### config.mk
export PLATFORM = sky130hd
export DESIGN_NAME = stream_packet_arbiter
export DESIGN_NICKNAME = d
export VERILOG_FILES = /design/src/rtl/stream_packet_arbiter.sv
export SDC_FILE = /design/constraint.sdc
export NUM_CORES = 1
export LEC_CHECK = 0
export CAP_MARGIN = 20
export CORE_UTILIZATION = 35
export DETAILED_ROUTE_END_ITERATION = 6
export GPL_TIMING_DRIVEN = 0
export PLACE_DENSITY_LB_ADDON = 0.05
export SLEW_MARGIN = 20
export SYNTH_ARGS = -nofsm -noshare
export SYNTH_HDL_FRONTEND = slang
export SYNTH_SLANG_ARGS = --single-unit
### constraint.sdc
create_clock -name clk_i -period 6.2 [get_ports clk_i]
set_clock_uncertainty 0.1 [all_clocks]
set_input_delay 1.55 -clock clk_i [delete_from_list [all_inputs] [get_ports clk_i]]
set_output_delay 1.55 -clock clk_i [all_outputs]
set_load 0.005 [all_outputs]
### src/rtl/stream_packet_arbiter.sv
// Packet-granular round-robin arbiter for keep/last/valid/ready byte-lane streams.
// A grant is held for a whole packet; a one-entry registered output stage tags every beat with its source.
module stream_packet_arbiter #(
    parameter int T_DATA_WIDTH = 4,
    parameter int KEEP_WIDTH   = 4,
    parameter int N_SRC        = 3,
    localparam int SRC_W       = $clog2(N_SRC)
) (
    input  logic                                            clk_i,
    input  logic                                            rst_i,
    input  logic [N_SRC-1:0]                                src_en_i,
    input  logic [N_SRC-1:0][KEEP_WIDTH-1:0][T_DATA_WIDTH-1:0] s_data_i,
    input  logic [N_SRC-1:0][KEEP_WIDTH-1:0]                s_keep_i,
    input  logic [N_SRC-1:0]                                s_last_i,
    input  logic [N_SRC-1:0]                                s_valid_i,
    output logic [N_SRC-1:0]                                s_ready_o,
    output logic [KEEP_WIDTH-1:0][T_DATA_WIDTH-1:0]         m_data_o,
    output logic [KEEP_WIDTH-1:0]                           m_keep_o,
    output logic                                            m_last_o,
    output logic                                            m_valid_o,
    input  logic                                            m_ready_i,
    output logic [SRC_W-1:0]                                m_src_o,
    output logic                                            busy_o
);

    typedef enum logic {
        IDLE  = 1'b0,
        GRANT = 1'b1
    } state_t;

    state_t            state;
    state_t            state_next;
    logic [SRC_W-1:0]  rr_ptr;
    logic [SRC_W-1:0]  grant;
    logic [SRC_W-1:0]  arb_idx;
    logic              arb_found;
    logic [N_SRC-1:0]  req;
    int unsigned       cand;
    logic              grant_ready;
    logic              accept;
    logic              accept_last;

    // Round-robin search starting just after the source that finished last.
    always_comb begin
        req       = s_valid_i & src_en_i;
        arb_found = 1'b0;
        arb_idx   = '0;
        cand      = 0;
        for (int i = 1; i <= N_SRC; i++) begin
            cand = int'(rr_ptr) + i;
            if (cand >= N_SRC) begin
                cand = cand - N_SRC;
            end
            if (!arb_found && req[cand]) begin
                arb_found = 1'b1;
                arb_idx   = SRC_W'(cand);
            end
        end
    end

    assign grant_ready = !m_valid_o || m_ready_i;
    assign accept      = (state == GRANT) && s_valid_i[grant] && grant_ready;
    assign accept_last = accept && s_last_i[grant];
    assign busy_o      = (state == GRANT);

    // Only the granted source sees ready, and nothing is ready while reset is asserted.
    always_comb begin
        s_ready_o = '0;
        if (!rst_i && state == GRANT) begin
            s_ready_o[grant] = grant_ready;
        end
    end

    always_comb begin
        state_next = state;
        case (state)
            IDLE: begin
                if (arb_found) begin
                    state_next = GRANT;
                end
            end
            GRANT: begin
                if (accept_last) begin
                    state_next = IDLE;
                end
            end
            default: state_next = IDLE;
        endcase
    end

    always_ff @(posedge clk_i) begin
        if (rst_i) begin
            state  <= IDLE;
            rr_ptr <= SRC_W'(N_SRC - 1);
            grant  <= '0;
        end else begin
            state <= state_next;
            if (state == IDLE && arb_found) begin
                grant <= arb_idx;
            end
            if (accept_last) begin
                rr_ptr <= grant;
            end
        end
    end

    // Output stage: a push may replace the entry in the same cycle it is popped.
    always_ff @(posedge clk_i) begin
        if (rst_i) begin
            m_valid_o <= 1'b0;
            m_data_o  <= '0;
            m_keep_o  <= '0;
            m_last_o  <= 1'b0;
            m_src_o   <= '0;
        end else if (accept) begin
            m_valid_o <= 1'b1;
            m_data_o  <= s_data_i[grant];
            m_keep_o  <= s_keep_i[grant];
            m_last_o  <= s_last_i[grant];
            m_src_o   <= grant;
        end else if (m_ready_i) begin
            m_valid_o <= 1'b0;
        end
    end

    a_ready_onehot : assert property (@(posedge clk_i) $onehot0(s_ready_o));

    a_hold_stable : assert property (@(posedge clk_i) disable iff (rst_i)
        (m_valid_o && !m_ready_i) |=> (m_valid_o && $stable(m_data_o) && $stable(m_keep_o)
                                        && $stable(m_last_o) && $stable(m_src_o)));

endmodule

==> results of run 1 <==
kinds of logic (layout without fill, tap and decap cells):
group,count (synthesis),after routing,synth area share [%]
DFF,29,29,31.82
buffers and inverters,22,128,6.790
adders and majority gates,3,3,2.058
muxes,26,26,14.27
AOI/OAI and AO/OA,60,60,27.44
and+or+nand+nor,69,69,17.63
sequential cells by signal (all words and copies together), names as in the netlist:
register,cells
m_data_o,16
m_keep_o,4
grant,2
m_src_o,2
rr_ptr,2
busy_o,1
m_last_o,1
m_valid_o,1
critical path, delay by kind of cell:
family	cells	cell delay (ns)
AND/OR/NAND/NOR	3	0.48
buffers and inverters	2	0.98
path summary, 6_finish.rpt:
| path | depth (start not counted) | from | endpoint | slack, ns |
|---|---|---|---|---|
| max reg2reg | 7 | rr_ptr[0]$_SDFFE_PP0N_ | grant[1]$_SDFFE_PP0P_ | 3.99 |
| max | 5 | m_ready_i | s_ready_o[0] | 1.53 |
| min reg2reg | 2 | m_last_o$_SDFFE_PP0P_ | m_last_o$_SDFFE_PP0P_ | 0.38 |
| min | 2 | m_last_o$_SDFFE_PP0P_ | m_last_o$_SDFFE_PP0P_ | 0.38 |
per-layer routing:
layer	global-route usage, %	vias to the layer above	routed length (um)
li1	-	953	-
met1	23.71	835	2363
met2	30.20	77	2201
met3	6.369	9	444
met4	5.769	0	68
met5	0	-	0
layout by cell type, fill, tap and decap left out, types with 2 or more instances in the layout:
cell and instances:
clkdlybuf4s50_1 99, nor2_1 45, dfxtp_1 29, mux2i_1 26
a21oi_1 24, a211oi_2 20, clkbuf_8 6, nand2b_1 5
clkbuf_1 5, inv_1 5, buf_4 4, nand2_1 4
buf_6 3, buf_2 3, and2_1 3, a31oi_1 3
buf_1 3, ha_1 3, nand3b_1 2, nor3_1 2
a31o_2 2, o21ai_0 2, nand3_1 2
metrics by stage:
step / util (%) / hold slack [ns] / cell area [um2] / power (mW) / instances
after floorplan: - / 0.3627 / 1824 / 0.3512 / 209
after global placement: 59.41 / 0.3596 / 2899 / 0.4561 / 375
after detailed placement: 59.41 / 0.3723 / 2899 / 0.4584 / 375
after CTS: 61.18 / 0.3856 / 2985 / 0.6163 / 382
after global routing: 61.18 / 0.4150 / 2985 / 0.6466 / 382
final: 61.18 / 0.3794 / 2985 / 0.6070 / 382
final cells by class:
type                       instances  area (um2)
sequential                        29       580.6
clock buffer                       7       86.33
timing repair buffer              99       991.0
multi-input combinational        158        1120
buffer                            17       105.1
fill                             434        1894
inverter                           5       18.77
tap                               67       83.83
where the power goes:
part           switching, mW  internal [mW]  total [mW]
sequential            0.0110          0.207       0.218
combinational          0.102          0.132       0.234
clock                 0.0674         0.0878       0.155
==> qor.yml, run 1 <==
synth:
  syn_area_per_cell_um2: 8.728
  yosys_warnings: 0
  synth_edf_count: 0
  yosys.area.top_type: "dfxtp_1"
  ys.flop_type: "dfxtp_1"
  synth_seq_cells: 29
  syn_area_mm2: 0.001824
  synthDistinctLibCells: 36
  synth_area_leaders: "dfxtp_1, mux2i_1, a211oi_2, nor2_1, a21oi_1"
  synthArstFlopShare_pct: 0
  synth.most_common_cell: "nor2_1"
  synth_top_area_share_pct: 31.82
  ys_top_cells_by_count: "nor2_1, dfxtp_1, mux2i_1"
  syn_nets: 284
  synthCells: 209
  ys_seq_area_share_pct: 31.82
finish:
  diodes: 0
  syn2layout_area_growth_pct: 63.65
  nets: 390
  drive_gt1_share_pct: 12.70
grt:
  grt_max_degree: 11
  grt_pass1_vias: 1710
  antenna_found_initial: 0
  overflow: 0
  grt_pass1_wl_um: 7859
  track_usage_pct: 18.77
worst_setup_path:
  arrival_ns: 3.02
  slowest_delay_ns: 0.53
  path_class: "in -> out"
  path_max_fanout: 4
  cp_cell_sequence: "clkdlybuf4s50_1, nand2b_1, nand3b_1, nor3_1, clkdlybuf4s50_1"
  slowest_stage: "clkdlybuf4s50_1"
  required_ns: 4.55
  critPathLaunchType: "input pin"
  cpMostUsedCell: "clkdlybuf4s50_1"
  end_kind: "output port"
floorplan:
  dieArea_mm2: 0.005505
  core_mm2: 0.004880
  start_util_pct: 37.38
  boundaryPins: 100
  die_w_um: 74.20
  rows: 25
  die_height_um: 74.20
drt:
  ant_nets: 0
  vias: 1874
  drt-vias-per-instance: 4.906
  drc: 0
  drt-initial-drc-count: 57
  drt-total-wl_um: 5078
  first_pass_iters: 4
  drt-wirelength-per-cell_um: 13.29
placed_design:
  dpl.hpwl_um: 3858
  pre_cts_slack_ns: 1.573
  place_congestion: 0.8982
  io_buffers: 99
timing:
  finalHoldViolCount: 0
  fin_crit_sh_pct: 75.26
  rsz0062_at_grt: "false"
  tightest_slew_ns: 0.7033
  finalWorstSetupSlack_ns: 1.534
  relSlewSlack_pct: 53.11
  fmax_ghz: 0.2143
  fin_tns_setup_ns: 0
  slew_violations: 0
  fin_crit_ns: 4.666
  setup_viol: 0
clock_tree:
  clk_pin_slew_ns: 0.06
  worstSkewPairLatency_ns: 0.27
  clockRootBuffer: "clkbuf_8"
  cts_tree: "yes"
  clock-sinks: 29
  htreeDepth: 2
  cts_buffer_depth: 2
  numCtsBuffers: 5
  cts_hold_buf: 0
  cts_setup_buffers: 0
  cts.repair.resized: 0
pwr:
  p_per_area_mw_per_mm2: 203.3
  ir_worst_vdd_mv: 0.1128
  p_leak_nw: 1.090
min_path:
  hold_class: "reg -> reg"
flow_run:
  maxCapViolations: 0
run_status:
  status: "complete, no violations"
Power figures use the tool's default switching activity.
==> run 2: changes to the inputs <==
Clock period 6.2 ns to 3.8 ns, I/O delays scaled along.
==> results of run 2 <==
Same layout as run 1 (identical final DEF). Status: complete, no violations.
Main changes from that run: setup slack after placement 1.573 ns -> 0.3729 ns; setup slack after layout 1.534 ns -> 0.3340 ns; register-to-register setup slack 3.99 ns -> 1.59 ns; total power 0.6070 mW -> 0.9904 mW; worst IR drop on VDD 0.1128 mV -> 0.1840 mV
==> run 3: changes to the inputs <==
Settings changed: CORE_MARGIN set to 2.
==> run 3 against run 2 <==
Compared with the run above: design area grew 0.13%; sequential power about the same; clock-buffer cell count unchanged; first-iteration DRC count up 30%; hold slack worse by 0.0028 ns; utilization down 2.3 points; die area is 5.5% higher; via count shrank 0.32%; critical path depth did not move.
==> qor.yml, run 3 (same netlist as run 1, synthesis figures left out) <==
run_status:
  status: "complete, no violations"
timing:
  rsz0062_at_grt: "false"
  setup_viol: 0
  relSlewSlack_pct: 52.31
  finalHoldViolCount: 0
  fin_crit_ns: 3.441
  tightest_slew_ns: 0.7153
  fmax_ghz: 0.2906
  slew_violations: 0
  fin_crit_sh_pct: 90.56
  hold-worst-slack_ns: 0.3766
  fin_tns_setup_ns: 0
finish:
  drive_gt1_share_pct: 12.70
  regMostFlops: "m_data_o"
  syn2layout_area_growth_pct: 63.85
  nets: 390
  layout_common_cells: "clkdlybuf4s50_1, nor2_1, dfxtp_1"
  layout.cells.most_common: "clkdlybuf4s50_1"
  largest_reg_flops: 16
  top_regs: "m_data_o: 16 flops, m_keep_o: 4 flops"
  diodes: 0
clock_tree:
  cts.repair.resized: 0
  numCtsBuffers: 5
  clockRootBuffer: "clkbuf_8"
  cts_buffer_depth: 2
  clk_pin_slew_ns: 0.06
  cts_hold_buf: 0
  htreeDepth: 2
  clock-sinks: 29
  worstSkewPairLatency_ns: 0.28
  cts_tree: "yes"
  cts_setup_buffers: 0
floorplan:
  start_util_pct: 35.95
  die_w_um: 76.20
  dieArea_mm2: 0.005806
  core_mm2: 0.005075
  die_height_um: 76.20
  boundaryPins: 100
  rows: 26
drt:
  drc: 0
  drt-initial-drc-count: 74
  drt-vias-per-instance: 4.852
  first_pass_iters: 4
  vias: 1868
  ant_nets: 0
  drt-wirelength-per-cell_um: 13.82
  drt-total-wl_um: 5322
worst_setup_path:
  path_class: "in -> out"
  end_kind: "output port"
  critPathLaunchType: "input pin"
  arrival_ns: 2.39
  required_ns: 2.75
  path_max_fanout: 4
flow_run:
  maxCapViolations: 0
grt:
  grt_max_degree: 11
  grt_pass1_wl_um: 8935
  antenna_found_initial: 0
  overflow: 0
  grt_pass1_vias: 1801
  track_usage_pct: 18.74
placed_design:
  dpl.hpwl_um: 4077
  io_buffers: 99
  place_congestion: 0.8347
pwr:
  ir_worst_vdd_mv: 0.1950
  p_per_area_mw_per_mm2: 331.3
  p_leak_nw: 1.090
min_path:
  hold_class: "reg -> reg"
[run 3: cell counts in the layout (fill, tap and decap cells not counted)]
No cell type changed its count.
[run 3: per-stage QoR]
stage	cell area (um2)	cells	worst slack, ns	utilization [%]	power (mW)
floorplan	1824	209	1.383	-	0.5730
global placement	2903	378	0.3536	57.20	0.7443
detailed placement	2903	378	0.3719	57.20	0.7507
CTS	2989	385	0.3518	58.90	1.004
global route	2989	385	0.2607	58.90	1.056
finish	2989	385	0.3587	58.90	0.9903
[run 3: area by class of cell]
class / count / area [um2]
Fill cell: 482 / 2086
Multi-Input combinational cell: 158 / 1120
Timing Repair Buffer: 99 / 991.0
Sequential cell: 29 / 580.6
Buffer: 17 / 105.1
Tap cell: 70 / 87.58
Clock buffer: 7 / 86.33
Inverter: 5 / 18.77
[run 3: layer usage]
metal | wire length, um | vias up | track usage (%)
met5 | 0 | - | 0
met4 | 63 | 0 | 5.455
met3 | 412 | 8 | 5.687
met2 | 2430 | 68 | 30.45
met1 | 2414 | 833 | 24.08
li1 | - | 959 | -
[run 3: path summary, 6_finish.rpt]
| path | startpoint | end | slack (ns) | depth (start not counted) |
|---|---|---|---|---|
| setup reg to reg | rr_ptr[0]$_SDFFE_PP0N_ | grant[1]$_SDFFE_PP0P_ | 1.61 | 7 |
| hold / removal | m_last_o$_SDFFE_PP0P_ | m_last_o$_SDFFE_PP0P_ | 0.38 | 2 |
| hold reg to reg | m_last_o$_SDFFE_PP0P_ | m_last_o$_SDFFE_PP0P_ | 0.38 | 2 |
| setup / recovery | m_ready_i | s_ready_o[0] | 0.36 | 5 |
[run 3: power breakdown]
group          switching [mW]  internal (mW)
clock network           0.107          0.143
logic                   0.170          0.216
registers              0.0176          0.337
[run 3: worst max-delay path: stages]
cell and delay (ns):
clkdlybuf4s50_1 0.45, nand2b_1 0.16, nand3b_1 0.13, nor3_1 0.16, clkdlybuf4s50_1 0.53
==> RTL edit, RTL diff (config.mk and constraints of run 3) <==
Change the parameter `T_DATA_WIDTH` from 4 to 3.
--- a/src/rtl/stream_packet_arbiter.sv
+++ b/src/rtl/stream_packet_arbiter.sv
@@ -3,3 +3,3 @@
 module stream_packet_arbiter #(
-    parameter int T_DATA_WIDTH = 4,
+    parameter int T_DATA_WIDTH = 3,
     parameter int KEEP_WIDTH   = 4,
Ports: changed (resized m_data_o and s_data_i); port bits go from 100 to 84. The function was not compared with the original's and may differ.
==> RTL edit against run 3 <==
- total power fell by 15%
- synthesized area fell by 14%
- worst hold slack gained 8.4 ps
- sequential cell count shrank 4
- cell area is 16% lower
- via count shrank 6.0%
- non-clock buffer count fell by 15
- worst setup slack got worse by 190 ps
- synthesized cell count shrank 11%
- routed wire length is 10% lower
- critical path depth stayed put
- highest routed layer unchanged
==> RTL edit: results (changes against run 3) <==
- Status: complete, no violations (unchanged)
- Fraction of layout cells with a size suffix above 1: 6.57% (was 12.7%)
- Final Non-Filler Cells: 326 (was 385)
- Vias post-DR: 1755 (was 1868)
- CP arrival: 2580 ps (was 2390 ps)
- Syn Nets: 250 (was 284)
- RePlAce Congestion: 0.934 (was 0.835)
- Leak pwr: 0.878 nW (was 1.09 nW)
- HPWL after DPL: 3690 um (was 4080 um)
- Post-synth top cells: 39 x a21oi_1, 25 x dfxtp_1, 19 x mux2i_1, 16 x a311oi_1, 16 x nor2_1 (was 45 x nor2_1, 29 x dfxtp_1, 26 x mux2i_1, 24 x a21oi_1, 20 x a211oi_2)
- Hold Path Class: reg2reg (unchanged)
- Fill count: 421 (was 482)
- Synth top area cells: dfxtp_1 32%, a21oi_1 12%, mux2i_1 12% (was dfxtp_1 32%, mux2i_1 14%, a211oi_2 14%)
- 1st-pass router iterations: 6 (was 4)
- Pin count of the biggest net entering global routing: 14 (was 11)
- Layout Nets: 338 (was 390)
- Regs by FF count: m_data_o: 12 flops, m_keep_o: 4 flops (was m_data_o: 16 flops, m_keep_o: 4 flops)
- Worst-path fanout max: 9 (was 4)
- CTS buffer count: 3 (was 5)
- Clk slew on worst S/H paths: 80 ps (was 60 ps)
- First-pass GRT wire length: 7760 um (was 8940 um)
- Root buf cell: clkbuf_8 (unchanged)
- CP max stage delay: 550 ps (was 530 ps)
- Placed insts: 322 (was 378)
- GRT Overall Usage: 19.0% (was 18.7%)
- Drt total wl: 4790 um (was 5320 um)
- Worst ir drop on vdd: 128 uV (was 195 uV)
- Sequential-to-total area share from yosys stat: 32.0% (was 31.8%)
- Internal: 559 uW (was 696 uW)
- DRT iter0 DRCs: 109 (was 74)
- Relative slew slack: 66.1% (was 52.3%)
- Vias in the first global route: 1629 (was 1801)
RTL edit: cell count changes after synthesis, sizes merged, moves of 3 or more:
cell and change:
dfxtp -4, nor4 +3, a311oi +16, a31oi -3, clkbuf +5, a21oi +15, nor2 -29, a211oi -17
mux2i -7, buf -4
RTL edit: worst min-delay path: stages, from the launching register on:
cell and delay, ps:
dfxtp_1 320, o21ai_0 70, a21oi_1 60
RTL edit: layout make-up:
type / instances / share of cell area, %
sequential: 25 / 20.0
buffer: 18 / 3.45
tap: 52 / 2.60
timing repair buffer: 83 / 33.2
multi-input combinational: 139 / 38.2
clock buffer: 4 / 1.80
inverter: 5 / 0.750
RTL edit: power groups by stage:
stage | sequential (mW) | clock, mW | combinational, mW
5_1_grt | 0.314 | 0.173 | 0.407
4_1_cts | 0.311 | 0.163 | 0.371
3_5_place_dp | 0.316 | 0 | 0.369
6_report | 0.311 | 0.161 | 0.369
2_1_floorplan | 0.318 | 0 | 0.193
3_3_place_gp | 0.316 | 0 | 0.368
RTL edit: final timing paths:
path                                              from               endpoint  slack, ps  cells past startpoint
worst max register to register  rr_ptr[0]$_SDFFE_PP0N_  grant[1]$_SDFFE_PP0P_       1450                      6
worst min register to register   m_last_o$_SDFFE_PP0P_  m_last_o$_SDFFE_PP0P_        380                      2
worst max-delay path                         m_ready_i           s_ready_o[1]        170                      5
worst min-delay path             m_last_o$_SDFFE_PP0P_  m_last_o$_SDFFE_PP0P_        380                      2
RTL edit: logic make-up (layout without fill, tap and decap cells):
family / Yosys count / after routing / synth area share, %
flip-flops: 25 / 25 / 32.0
adder cells (fa/ha/maj): 3 / 3 / 2.40
multiplexers: 21 / 21 / 13.6
AO/OA/AOI/OAI: 74 / 74 / 31.7
buffers and inverters: 23 / 110 / 6.73
AND/OR/NAND/NOR: 41 / 41 / 13.5
RTL edit: per-stage QoR:
stage	instance area, um^2	setup slack [ps]	power [mW]	hold WS [ps]	util [%]
4_1_cts	2500	140	0.845	389	57.9
2_1_floorplan	1560	1220	0.511	363	-
6_report	2500	171	0.840	385	57.9
3_5_place_dp	2460	169	0.686	371	56.9
5_1_grt	2500	23.7	0.894	410	57.9
3_3_place_gp	2460	159	0.685	373	56.9
RTL edit: metal layers:
layer | vias to the layer above | part of all wire, % | global-route usage [%]
li1 | 885 | - | -
met1 | 790 | 47 | 26.5
met2 | 72 | 44 | 30.2
met3 | 8 | 7.6 | 3.99
met4 | 0 | 0.92 | 4.40
met5 | - | 0 | 0
